$ cat config.mk
export PLATFORM = sky130hd
export DESIGN_NAME = alu_scheduler
export DESIGN_NICKNAME = d
export VERILOG_FILES = /design/src/rtl/alu_pkg.sv /design/src/rtl/alu_core.sv /design/src/rtl/alu_rr_arb.sv /design/src/rtl/alu_scheduler.sv
export SDC_FILE = /design/constraint.sdc
export NUM_CORES = 1
export LEC_CHECK = 0
export ABC_AREA = 0
export CORE_MARGIN = 2
export CORE_UTILIZATION = 45
export DETAILED_ROUTE_END_ITERATION = 10
export PLACE_DENSITY = 0.66
export SLEW_MARGIN = 20
export SYNTH_ARGS = -nofsm -noshare
export SYNTH_HDL_FRONTEND = slang
export SYNTH_SLANG_ARGS = --single-unit
$ cat constraint.sdc
create_clock -name clk -period 13.4 [get_ports clk]
set_input_delay 2.68 -clock clk [delete_from_list [all_inputs] [get_ports clk]]
set_output_delay 2.68 -clock clk [all_outputs]
set_load 0.01 [all_outputs]
$ cat src/rtl/alu_pkg.sv
// Shared types for the ALU scheduler: opcode and FSM state enums plus the
// opcode legality check used to raise rsp_err.
package alu_pkg;

    typedef enum logic [3:0] {
        OP_MUL = 4'b0000,
        OP_MOD = 4'b0001,
        OP_AND = 4'b0010,
        OP_OR  = 4'b0011,
        OP_XOR = 4'b0100,
        OP_DIV = 4'b0110,
        OP_SHR = 4'b1000,
        OP_ADD = 4'b1001
    } alu_op_e;

    typedef enum logic [1:0] {
        IDLE = 2'd0,
        EXEC = 2'd1,
        RESP = 2'd2
    } state_e;

    function automatic logic op_is_legal(input logic [3:0] sel);
        logic legal;
        case (sel)
            OP_MUL, OP_MOD, OP_AND, OP_OR,
            OP_XOR, OP_DIV, OP_SHR, OP_ADD: legal = 1'b1;
            default:                        legal = 1'b0;
        endcase
        return legal;
    endfunction

endpackage

$ cat src/rtl/alu_core.sv
// Shared combinational ALU. Operands are zero-extended to the 2N-bit result.
// Carry and overflow only carry meaning for add (N-bit unsigned carry-out and
// N-bit two's-complement overflow); every other opcode reports them as 0.
// Divide/modulo by zero return all-ones and A respectively.
module alu_core
    import alu_pkg::*;
#(
    parameter int N = 4
) (
    input  logic [N-1:0]   a_i,
    input  logic [N-1:0]   b_i,
    input  logic [3:0]     sel_i,
    output logic [2*N-1:0] result_o,
    output logic           neg_o,
    output logic           zero_o,
    output logic           cry_o,
    output logic           of_o
);

    logic [2*N-1:0] a_ext;
    logic [2*N-1:0] b_ext;
    logic [N:0]     sum;
    logic           b_zero;

    // Opcode decode and flag generation.
    always_comb begin
        a_ext    = {{N{1'b0}}, a_i};
        b_ext    = {{N{1'b0}}, b_i};
        sum      = {1'b0, a_i} + {1'b0, b_i};
        b_zero   = (b_i == '0);
        result_o = '0;
        cry_o    = 1'b0;
        of_o     = 1'b0;
        case (sel_i)
            OP_MUL: result_o = a_ext * b_ext;
            OP_MOD: result_o = b_zero ? a_ext : (a_ext % b_ext);
            OP_AND: result_o = a_ext & b_ext;
            OP_OR:  result_o = a_ext | b_ext;
            OP_XOR: result_o = a_ext ^ b_ext;
            OP_DIV: result_o = b_zero ? '1 : (a_ext / b_ext);
            OP_SHR: result_o = a_ext >> b_i;
            OP_ADD: begin
                result_o = {{(N-1){1'b0}}, sum};
                cry_o    = sum[N];
                of_o     = (a_i[N-1] == b_i[N-1]) && (sum[N-1] != a_i[N-1]);
            end
            default: result_o = '0;
        endcase
        neg_o  = result_o[2*N-1];
        zero_o = (result_o == '0);
    end

endmodule

$ cat src/rtl/alu_rr_arb.sv
// Two-way round-robin arbiter. A single requester is granted regardless of
// the pointer; with both requesting, the pointer index wins. Every grant is
// an acceptance (ready follows grant), so the pointer moves to the other
// index on every grant.
module alu_rr_arb (
    input  logic       clk_i,
    input  logic       rst_ni,
    input  logic [1:0] req_i,
    input  logic       en_i,
    output logic [1:0] gnt_o
);

    logic ptr_q;
    logic ptr_d;

    // One-hot grant and pointer advance.
    always_comb begin
        gnt_o = 2'b00;
        if (en_i) begin
            case (req_i)
                2'b01:   gnt_o = 2'b01;
                2'b10:   gnt_o = 2'b10;
                2'b11:   gnt_o = ptr_q ? 2'b10 : 2'b01;
                default: gnt_o = 2'b00;
            endcase
        end
        ptr_d = ptr_q;
        if (gnt_o[0]) begin
            ptr_d = 1'b1;
        end else if (gnt_o[1]) begin
            ptr_d = 1'b0;
        end
    end

    // Priority pointer register.
    always_ff @(posedge clk_i or negedge rst_ni) begin
        if (!rst_ni) begin
            ptr_q <= 1'b0;
        end else begin
            ptr_q <= ptr_d;
        end
    end

endmodule

$ cat src/rtl/alu_scheduler.sv
// Two-requester front end for one shared ALU.
// Optional feature: define ALU_DIVZERO_TRAP_EN to turn div-by-zero into an
// error response (rsp_err=1, rsp_zero=1, result 0) instead of raw ALU output.
//
// state | meaning
// ------+-------------------------------------------------------------
// IDLE  | arbitrate requesters, capture operands/opcode/id on accept
// EXEC  | ALU driven from captured registers; result registered on exit
// RESP  | rsp_valid high, rsp_* held until rsp_ready
module alu_scheduler
    import alu_pkg::*;
#(
    parameter int N = 4
) (
    input  logic           clk,
    input  logic           rst_n,
    input  logic [1:0]     req_valid,
    output logic [1:0]     req_ready,
    input  logic [N-1:0]   req_a0,
    input  logic [N-1:0]   req_b0,
    input  logic [3:0]     req_sel0,
    input  logic [N-1:0]   req_a1,
    input  logic [N-1:0]   req_b1,
    input  logic [3:0]     req_sel1,
    output logic           rsp_valid,
    input  logic           rsp_ready,
    output logic           rsp_id,
    output logic [2*N-1:0] rsp_result,
    output logic           rsp_neg,
    output logic           rsp_zero,
    output logic           rsp_cry,
    output logic           rsp_of,
    output logic           rsp_err,
    output logic           busy
);

    state_e         state_q;
    state_e         state_d;
    logic [1:0]     gnt;
    logic           arb_en;
    logic           accept;

    logic [N-1:0]   a_q;
    logic [N-1:0]   b_q;
    logic [3:0]     sel_q;
    logic           id_q;

    logic [2*N-1:0] alu_result;
    logic           alu_neg;
    logic           alu_zero;
    logic           alu_cry;
    logic           alu_of;

    logic [2*N-1:0] result_d;
    logic           neg_d;
    logic           zero_d;
    logic           cry_d;
    logic           of_d;
    logic           err_d;

    logic [2*N-1:0] result_q;
    logic           neg_q;
    logic           zero_q;
    logic           cry_q;
    logic           of_q;
    logic           err_q;
    logic           rsp_id_q;

    // rst_n gates the arbiter so req_ready is 0 while reset is held.
    assign arb_en = (state_q == IDLE) && rst_n;
    assign accept = |gnt;

    alu_rr_arb u_arb (
        .clk_i  (clk),
        .rst_ni (rst_n),
        .req_i  (req_valid),
        .en_i   (arb_en),
        .gnt_o  (gnt)
    );

    alu_core #(.N(N)) u_alu (
        .a_i      (a_q),
        .b_i      (b_q),
        .sel_i    (sel_q),
        .result_o (alu_result),
        .neg_o    (alu_neg),
        .zero_o   (alu_zero),
        .cry_o    (alu_cry),
        .of_o     (alu_of)
    );

    // Next-state logic.
    always_comb begin
        state_d = state_q;
        case (state_q)
            IDLE:    if (accept) state_d = EXEC;
            EXEC:    state_d = RESP;
            RESP:    if (rsp_ready) state_d = IDLE;
            default: state_d = IDLE;
        endcase
    end

    // State register.
    always_ff @(posedge clk or negedge rst_n) begin
        if (!rst_n) begin
            state_q <= IDLE;
        end else begin
            state_q <= state_d;
        end
    end

    // Capture the granted requester's operation; later input changes are ignored.
    always_ff @(posedge clk or negedge rst_n) begin
        if (!rst_n) begin
            a_q   <= '0;
            b_q   <= '0;
            sel_q <= '0;
            id_q  <= 1'b0;
        end else if (accept) begin
            a_q   <= gnt[1] ? req_a1   : req_a0;
            b_q   <= gnt[1] ? req_b1   : req_b0;
            sel_q <= gnt[1] ? req_sel1 : req_sel0;
            id_q  <= gnt[1];
        end
    end

    // Error qualification of the raw ALU outputs.
    always_comb begin
        result_d = alu_result;
        neg_d    = alu_neg;
        zero_d   = alu_zero;
        cry_d    = alu_cry;
        of_d     = alu_of;
        err_d    = 1'b0;
        if (!op_is_legal(sel_q)) begin
            result_d = '0;
            neg_d    = 1'b0;
            zero_d   = 1'b0;
            cry_d    = 1'b0;
            of_d     = 1'b0;
            err_d    = 1'b1;
        end
`ifdef ALU_DIVZERO_TRAP_EN
        else if ((sel_q == OP_DIV) && (b_q == '0)) begin
            result_d = '0;
            neg_d    = 1'b0;
            zero_d   = 1'b1;
            cry_d    = 1'b0;
            of_d     = 1'b0;
            err_d    = 1'b1;
        end
`else
`endif
    end

    // Response registers load on leaving EXEC and hold through RESP.
    always_ff @(posedge clk or negedge rst_n) begin
        if (!rst_n) begin
            result_q <= '0;
            neg_q    <= 1'b0;
            zero_q   <= 1'b0;
            cry_q    <= 1'b0;
            of_q     <= 1'b0;
            err_q    <= 1'b0;
            rsp_id_q <= 1'b0;
        end else if (state_q == EXEC) begin
            result_q <= result_d;
            neg_q    <= neg_d;
            zero_q   <= zero_d;
            cry_q    <= cry_d;
            of_q     <= of_d;
            err_q    <= err_d;
            rsp_id_q <= id_q;
        end
    end

    assign req_ready  = gnt;
    assign rsp_valid  = (state_q == RESP);
    assign busy       = (state_q != IDLE);
    assign rsp_id     = rsp_id_q;
    assign rsp_result = result_q;
    assign rsp_neg    = neg_q;
    assign rsp_zero   = zero_q;
    assign rsp_cry    = cry_q;
    assign rsp_of     = of_q;
    assign rsp_err    = err_q;

endmodule

==> metrics.yaml <==
synthesis:
  synth_ff_type: "dfrtp_1"
  synthCells: 510
  synth_top_area_share: 0.177
  synth_area_leader_cell: "dfrtp_1"
  avgSynthCellArea_um2: 8.03
  ys_seq_elements: 29
  yosysWarningCount: 0
  ys_async_sr_fraction: 1.00
  ys_types: 83
  synth_enable_flop_cells: 0
  yosys-top-cells-area: "dfrtp_1 18%, ha_1 15%, nand2_1 6.1%"
  synth_area_um2: 4100
  ys_seq_area_frac: 0.177
worst_setup_path:
  crit_slowest_cell: "dfrtp_1"
  criticalPathCategory: "flip-flop to flip-flop"
  worstPathMaxFanout: 15
  critPathCapture: "rsp_zero"
  r2r_slack_ns: 1.68
  worstPathRequired_ns: 13.58
  timing.rr.end: "rsp_zero"
  end_kind: "flip-flop"
  arrival_ns: 11.89
  cp-start-kind: "flip-flop"
  rr_worst_depth: 43
  r2r-start: "b_q[0]"
  slowest_delay_ns: 0.67
  startpoint: "b_q[0]"
clock_network:
  cts_resized: 0
  cts_tree: "built"
  clockRootBuffer: "clkbuf_8"
  clockBufferDepth: 2
  numCtsBuffers: 5
  clk_latency_ns: 0.28
  clkSinkCount: 29
  clk_pin_slew_ns: 0.07
  postCtsHoldBufs: 0
  cts_max_level: 2
  postCtsSetupBuffers: 0
route:
  avgRoutedWirePerCell_um: 16.7
  vias_per_cell: 5.93
  route.antenna.remaining_nets: 0
  dr.pass1.iters: 5
  finalWirelength_mm: 10.9
  drt-initial-drc-count: 264
  vias: 3893
  drc: 0
global_routing:
  grt.overflow.total: 0
  antenna_found_initial: 0
  grt_pass1_vias: 3997
  track_usage: 0.231
  grt_max_degree: 32
  grt_pass1_wl_mm: 18.8
timing:
  slew_violations: 0
  fmax_mhz: 85.3
  rsz0062_at_grt: "false"
  setup_tns_ns: 0
  max-slew-margin-rel: 0.326
  fin_crit_sh: 0.874
  worst_pin_slew_ns: 1.01
  setup_violations: 0
  finalClockSkew_ns: 0.0101
  hold_violations: 0
  min_period_ns: 11.72
min_path:
  hold_path_class: "flip-flop to flip-flop"
outcome:
  status: "finished clean"
die:
  dieWidth_um: 99.4
  die-area_um2: 9890
  die_h_um: 99.4
  io-pin-count: 47
  num_rows: 34
  start_util: 0.468
  core_area_um2: 8760
cells_and_area:
  drive_gt1_frac: 0.0838
  nFillCells: 868
  areaGrowthSynthToFinish_pct: 15.1
  antennaDiodeCount: 0
  nets: 633
placement:
  port_buffers: 46
  gp_congestion: 0.943
  dp_hpwl_mm: 8.81
flow_run:
  drv_cap: 0
-- worst max-delay path, delay by kind of cell, from the launching register on --
family                     cells  cell delay, ns
AOI/OAI and AO/OA             22            4.97
buffers and inverters          2            0.41
DFF                            1            0.67
adders and majority gates      6            2.15
muxes                          2            0.55
and+or+nand+nor               11            2.84
-- layer usage --
metal / wire length, um / vias to the layer above / GRT usage
met5: 0 / - / 0
met4: 297 / 0 / 0.0917
met3: 371 / 20 / 0.0232
met1: 5000 / 1837 / 0.298
li1: - / 1941 / -
met2: 5280 / 95 / 0.396
-- area by class of cell --
type	count	area (um2)	area share
Clock inverter	2	10.0	0.00212
Tap cell	108	135	0.0286
Sequential cell	29	726	0.154
Timing Repair Buffer	49	483	0.102
Clock buffer	6	72.6	0.0154
Multi-Input combinational cell	432	3180	0.673
Inverter	31	116	0.0247
-- worst min-delay path by stage --
stage,start,to,slack (ns),cells past startpoint
after floorplan,id_q,id_q,0.44,2
after global placement,rsp_result[6],rsp_result[6],0.46,2
after detailed placement,rsp_result[6],rsp_result[6],0.47,2
after CTS,rsp_result[6],rsp_result[6],0.49,2
after global routing,rsp_zero,rsp_zero,0.50,2
final,rsp_result[4],rsp_result[4],0.48,1
-- synth_stat cells (6+ instances only) --
cell type and instances:
a21oi_1 42, nand4_1 7, o21ai_0 19, nor3_1 8, clkbuf_1 12, o211ai_1 6, a31oi_1 14, dfrtp_1 29
a21o_1 15, nand3_1 10, mux2i_1 7, fa_1 6, nand2_1 67, mux2_2 7, inv_1 31, nor2_1 43
xnor2_1 13, ha_1 50
-- placed cells by master, fill, tap and decap left out, types with 3 or more instances in the layout --
| cell type | n |
|---|---|
| dfrtp_1 | 29 |
| o21a_1 | 5 |
| conb_1 | 4 |
| o211a_1 | 4 |
| a22o_1 | 3 |
| buf_4 | 3 |
| xor2_1 | 5 |
| or2_2 | 3 |
| ha_1 | 50 |
| fa_1 | 6 |
| nor2b_1 | 5 |
| a31oi_1 | 14 |
| xnor2_1 | 13 |
| and2_1 | 3 |
| a211oi_1 | 5 |
| o21ai_0 | 19 |
| nand2_1 | 67 |
| or3_1 | 3 |
| o22ai_1 | 4 |
| nand3_1 | 10 |
| inv_1 | 31 |
| and3_1 | 4 |
| mux2_2 | 7 |
| nand4_1 | 7 |
| a21oi_1 | 42 |
| clkbuf_8 | 5 |
| o211ai_1 | 6 |
| a21boi_0 | 3 |
| nor3_1 | 8 |
| o31ai_1 | 4 |
| mux2i_1 | 7 |
| nand2b_1 | 5 |
| clkdlybuf4s50_1 | 46 |
| nor2_1 | 43 |
| a22oi_1 | 3 |
| a21o_1 | 15 |
-- cells by family after synthesis --
| kind of cell | Yosys count | share of synthesized area |
|---|---|---|
| and+or+nand+nor | 183 | 0.231 |
| other | 1 | 0.000915 |
| DFF | 29 | 0.177 |
| muxes | 15 | 0.0400 |
| AOI/OAI and AO/OA | 156 | 0.279 |
| xor gates and xnor gates | 18 | 0.0385 |
| buffers and inverters | 52 | 0.0522 |
| adders and majority gates | 56 | 0.182 |
-- registers in the layout, indices dropped and copies added (netlist names) --
register	flops
sel_q	4
rsp_of	1
state_q	2
rsp_err	1
rsp_cry	1
u_arb.ptr_q	1
id_q	1
b_q	4
a_q	4
rsp_id	1
rsp_zero	1
rsp_result	8
-- per-stage QoR --
step | setup slack [ns] | hold WS, ns | std cells | utilization | instance area, um2
global route | 0.777 | 0.499 | 657 | 0.538 | 4720
detailed placement | 1.82 | 0.470 | 649 | 0.529 | 4640
global placement | 2.38 | 0.461 | 649 | 0.529 | 4640
finish | 1.68 | 0.480 | 657 | 0.538 | 4720
floorplan | 3.90 | 0.443 | 513 | - | 4110
CTS | 1.78 | 0.486 | 657 | 0.538 | 4720
Power is left out: the tool's default activity adds up to more than one toggle a clock period on the data nets, which glitch-free logic cannot reach.
